## src/rtl/dmem_arbiter.sv

```systemverilog
// Arbiter sharing the single-port DMEM between the core load/store path and the loader/debug port.
// Optional macro DMEM_ARB_FIXED_PRIO_EN: core always wins ties (default: round-robin ties).
module dmem_arbiter #(
    parameter int ADDR_W      = 10,
    parameter int DATA_W      = 32,
    parameter int WAIT_STATES = 1
) (
    input  logic              CLK,
    input  logic              RESET,
    input  logic              core_re,
    input  logic              core_we,
    input  logic [ADDR_W-1:0] core_addr,
    input  logic [DATA_W-1:0] core_wdata,
    output logic [DATA_W-1:0] core_rdata,
    output logic              core_stall,
    input  logic              ld_req,
    input  logic              ld_we,
    input  logic [ADDR_W-1:0] ld_addr,
    input  logic [DATA_W-1:0] ld_wdata,
    output logic              ld_ack,
    output logic [DATA_W-1:0] ld_rdata,
    output logic [ADDR_W-1:0] mem_addr,
    output logic [DATA_W-1:0] mem_wdata,
    output logic              mem_we,
    output logic              mem_re,
    input  logic [DATA_W-1:0] mem_rdata,
    output logic              busy
);
    typedef enum logic [1:0] {IDLE, BUSY, DONE} state_t;
    typedef struct packed {
        logic              we;
        logic [ADDR_W-1:0] addr;
        logic [DATA_W-1:0] wdata;
    } req_t;

    localparam logic [3:0] WS       = 4'(WAIT_STATES);
    localparam logic       OWN_CORE = 1'b0;
    localparam logic       OWN_LD   = 1'b1;

    state_t            state, state_nx;
    req_t              req_q, win;
    logic              owner_q;
    logic [3:0]        cnt;
    logic [DATA_W-1:0] rdata_q;
    logic              core_req, any_req, grant_core, done_core;

    assign core_req = core_re | core_we;
    assign any_req  = core_req | ld_req;

`ifdef DMEM_ARB_FIXED_PRIO_EN
    assign grant_core = core_req;
`else
    logic last_grant;
    assign grant_core = core_req & (~ld_req | (last_grant == OWN_LD));

    always_ff @(posedge CLK or posedge RESET) begin
        if (RESET)
            last_grant <= OWN_LD;
        else if (state == IDLE && any_req)
            last_grant <= grant_core ? OWN_CORE : OWN_LD;
    end
`endif

    assign win = grant_core ? req_t'{core_we, core_addr, core_wdata}
                            : req_t'{ld_we, ld_addr, ld_wdata};

    always_ff @(posedge CLK or posedge RESET) begin
        if (RESET) state <= IDLE;
        else       state <= state_nx;
    end

    always_comb begin
        state_nx = state;
        case (state)
            IDLE:    if (any_req) state_nx = BUSY;
            BUSY:    if (cnt == 4'd0) state_nx = DONE;
            DONE:    state_nx = IDLE;
            default: state_nx = IDLE;
        endcase
    end

    // Write accesses capture zero so neither read-data port leaks stale data.
    always_ff @(posedge CLK or posedge RESET) begin
        if (RESET) begin
            req_q   <= '0;
            owner_q <= OWN_CORE;
            cnt     <= '0;
            rdata_q <= '0;
        end else begin
            case (state)
                IDLE: if (any_req) begin
                    req_q   <= win;
                    owner_q <= grant_core ? OWN_CORE : OWN_LD;
                    cnt     <= WS;
                end
                BUSY: begin
                    if (cnt == 4'd0) rdata_q <= req_q.we ? '0 : mem_rdata;
                    else             cnt     <= cnt - 4'd1;
                end
                default: ;
            endcase
        end
    end

    always_comb begin
        done_core  = (state == DONE) && (owner_q == OWN_CORE);
        busy       = (state != IDLE);
        mem_addr   = '0;
        mem_wdata  = '0;
        mem_we     = 1'b0;
        mem_re     = 1'b0;
        if (state == BUSY) begin
            mem_addr  = req_q.addr;
            mem_wdata = req_q.wdata;
            mem_re    = ~req_q.we;
            mem_we    = req_q.we & (cnt == WS);
        end
        core_stall = core_req & ~done_core;
        core_rdata = done_core ? rdata_q : '0;
        ld_ack     = (state == DONE) && (owner_q == OWN_LD);
        ld_rdata   = ld_ack ? rdata_q : '0;
    end
endmodule
```

## config.mk

```make
export PLATFORM = sky130hd
export DESIGN_NAME = dmem_arbiter
export DESIGN_NICKNAME = d
export VERILOG_FILES = /design/src/rtl/dmem_arbiter.sv
export SDC_FILE = /design/constraint.sdc
export NUM_CORES = 1
export LEC_CHECK = 0
export CORE_MARGIN = 2
export CORE_UTILIZATION = 44
export DETAILED_ROUTE_END_ITERATION = 8
export PLACE_DENSITY = 0.85
export SYNTH_ARGS = -nofsm -noshare
export SYNTH_HDL_FRONTEND = slang
export SYNTH_SLANG_ARGS = --single-unit
```

## constraint.sdc

```tcl
create_clock -name CLK -period 5.15 [get_ports CLK]
set_input_delay 1.03 -clock CLK [delete_from_list [all_inputs] [get_ports CLK]]
set_output_delay 1.03 -clock CLK [all_outputs]
set_load 0.01 [all_outputs]
```

==> metrics.txt <==
Via Count=4,647; vias in the first global route=between 4,000 and 5,000; ratio of cells with drive above 1 in the final layout=0.0912; Fin. Hold Viols=0; CP arrival=2370 ps; post-synthesis cell type count=32; uppermost layer routed=met4; GR Overflow Total=0; Mapped Area=0.00470 sq mm; PD cells=506 mW/mm^2; measured slew at the worst slew-check pin=1160 ps; IO Count=around 230; Initial Util=0.453; synthesized area per cell=9.07 sq um; wl on met1=approximately 5700 um; synth top area cells=dfrtp_1, and2_1, mux2_2, a31oi_1, a21oi_1; die height=107 um; max-cap viol count=0; Slew Limit Fails=0; total global-route track usage=0.245; Routed Antenna Nets=0; die area=0.0115 sq mm; status=finished clean; met3 routed WL=1480 um; area grow syn2layout=55.2%; Post-CTS Setup Inserts=0; critical path buffer and inverter count=1; pin count of the biggest net entering global routing=51; critical path startpoint category=register; Worst VDD drop=0.295 mV; Seq cells post-synth=83; clock latency at the later pin of the worst-skew pair=360 ps; initial antenna violation count=0; wire length per cell=16.6 um; GPL Wtd Cong=0.798; first-pass GRT wire length=22,400 um; Lkg Pwr=2.95 nW; CTS buffer count=9; CP top delay family=simple AND/OR/NAND/NOR gates; Critical Path Fanout Max=33; chip width=107 um; antenna fix cells=0; Routed WL=14,300 um; CP cell instances=and3b_1, and2_1, clkdlybuf4s50_1; Mapped Cells=518; CP max stage delay=roughly 790 ps; DP HPWL=~10000 um; row count=37; Root Driver=clkbuf_8; Final nets=about 840; final setup vio count=0; fin crit share=0.660; Worst EP required=4120 ps; Post-Syn Nets=642; Met2 Wirelength=7020 um; Clock Path Buffers=2; CTS resizes=0; drt pass-1 iters=7; CTS tree=built; RSZ-0062 raised after global routing=no; area leader, netlist=dfrtp_1; Final WS setup=between 1500 and 2000 ps; Core Box Area=between 0.01 and 0.015 sq mm; crit path kind=register to primary output; clock skew=8.86 ps; PortBufs=232; clk slew on worst S/H paths=80 ps; yosys warns=0; clock sinks=83; vias per cell=about 5.4; FF-to-FF setup slack=2660 ps; top cell type's share of synthesized area=0.437; Final min period=3400 ps; relative slew slack=0.228; pre-CTS worst setup slack=1780 ps; max frequency=294 MHz; H-tree depth=3; post-synthesis sequential area ratio=0.442; DRC viols=0; Worst Hold Class=register to register; CP Capture Type=primary output; First DRT Iteration DRCs=299; total negative slack=0 ps; slowest CP cell=and3b_1; total power=~3.7 mW; hold_buf cts=0
-- report_power, final --
group          switching [mW]  total, mW  leakage, nW  internal (mW)
sequential              0.227       1.20         1.00          0.968
clock                   0.238      0.537        0.113          0.299
combinational           0.933       1.96         1.84           1.02
-- per-layer routing --
metal  up-vias  global-route usage
met1      2197               0.294
met4         0              0.0842
met3        15              0.0690
met2       239               0.423
met5         -                   0
li1       2196                   -
-- cells in the mapped netlist, drive strengths merged --
master / n
clkbuf: 37
buf: 12
and2b: 1
nor2: 7
or3b: 1
mux2i: 1
and4: 1
inv: 8
nor3b: 1
nand2b: 2
a22oi: 1
nand3: 44
and3b: 1
a21oi: 47
or3: 1
nor2b: 33
or4: 1
nor3: 2
nand2: 1
o21ai: 45
and3: 1
a31oi: 45
dfstp: 1
or2: 1
and2: 106
mux2: 33
ha: 2
dfrtp: 82
-- cells by family (layout without fill, tap and decap cells) --
kind of cell / Yosys count / after routing / synth area share
buffers and inverters: 57 / 263 / 0.0500
adder cells (fa/ha/maj): 2 / 2 / 0.00532
multiplexers: 34 / 34 / 0.0812
flip-flops: 83 / 83 / 0.442
AO/OA/AOI/OAI: 138 / 138 / 0.162
AND/OR/NAND/NOR: 204 / 204 / 0.259
-- sequential cells by signal, summed over array words and instances, names as in the netlist --
register	flops
state	2
last_grant	1
owner_q	1
rdata_q	32
req_q	43
cnt	4
-- worst reg2reg max path: cells and delay by family (launching register included) --
| family | cells | cell delay, ps |
|---|---|---|
| compound gates | 1 | 230 |
| buf+inv | 2 | 640 |
| flops | 1 | 450 |
| simple gates | 2 | 980 |
-- layout by cell type, fill, tap and decap left out, types with 2 or more instances in the layout --
master	count
a21oi_1	47
a31oi_1	45
and2_1	106
buf_4	7
bufinv_16	2
clkbuf_8	11
clkdlybuf4s50_1	232
clkinv_2	2
dfrtp_1	82
ha_1	2
inv_1	7
mux2_2	32
nand3_1	43
nor2_1	4
nor2_4	2
nor2b_1	32
nor3_1	2
o21ai_0	45
-- final timing paths --
check,start,end,cells after the start
max in group asynchronous,RESET,last_grant$_DFFE_PP1P_,3
min in group asynchronous,RESET,rdata_q[23]$_DFFE_PP0P_,2
worst max-delay path,state[0]$_DFFE_PP0P_,ld_rdata[11],3
worst max register to register,state[0]$_DFFE_PP0P_,req_q[11]$_DFFE_PP0P_,5
worst min register to register,cnt[3]$_DFFE_PP0P_,cnt[3]$_DFFE_PP0P_,1
worst min-delay path,cnt[3]$_DFFE_PP0P_,cnt[3]$_DFFE_PP0P_,1
-- per-stage QoR --
| step | utilization | hold slack, ps | instances | instance area, sq um |
|---|---|---|---|---|
| final | 0.703 | 510 | 860 | 7290 |
| after global routing | 0.703 | 551 | 860 | 7290 |
| after CTS | 0.703 | 515 | 860 | 7290 |
| after detailed placement | 0.681 | 504 | 844 | 7070 |
| after global placement | 0.681 | 483 | 844 | 7070 |
| after floorplan | - | 455 | 518 | 4700 |
-- area by class of cell --
type                    instances  area [sq um]
repair buffers                239          2370
multi-input cells             378          2410
well taps                     136           170
clock buffers                  12           155
flip-flops and latches         83          2080
clock inverters                 4          72.6
inverters                       8          31.3
fillers                       800          3080
No activity file was read; power rests on OpenSTA's default activity.
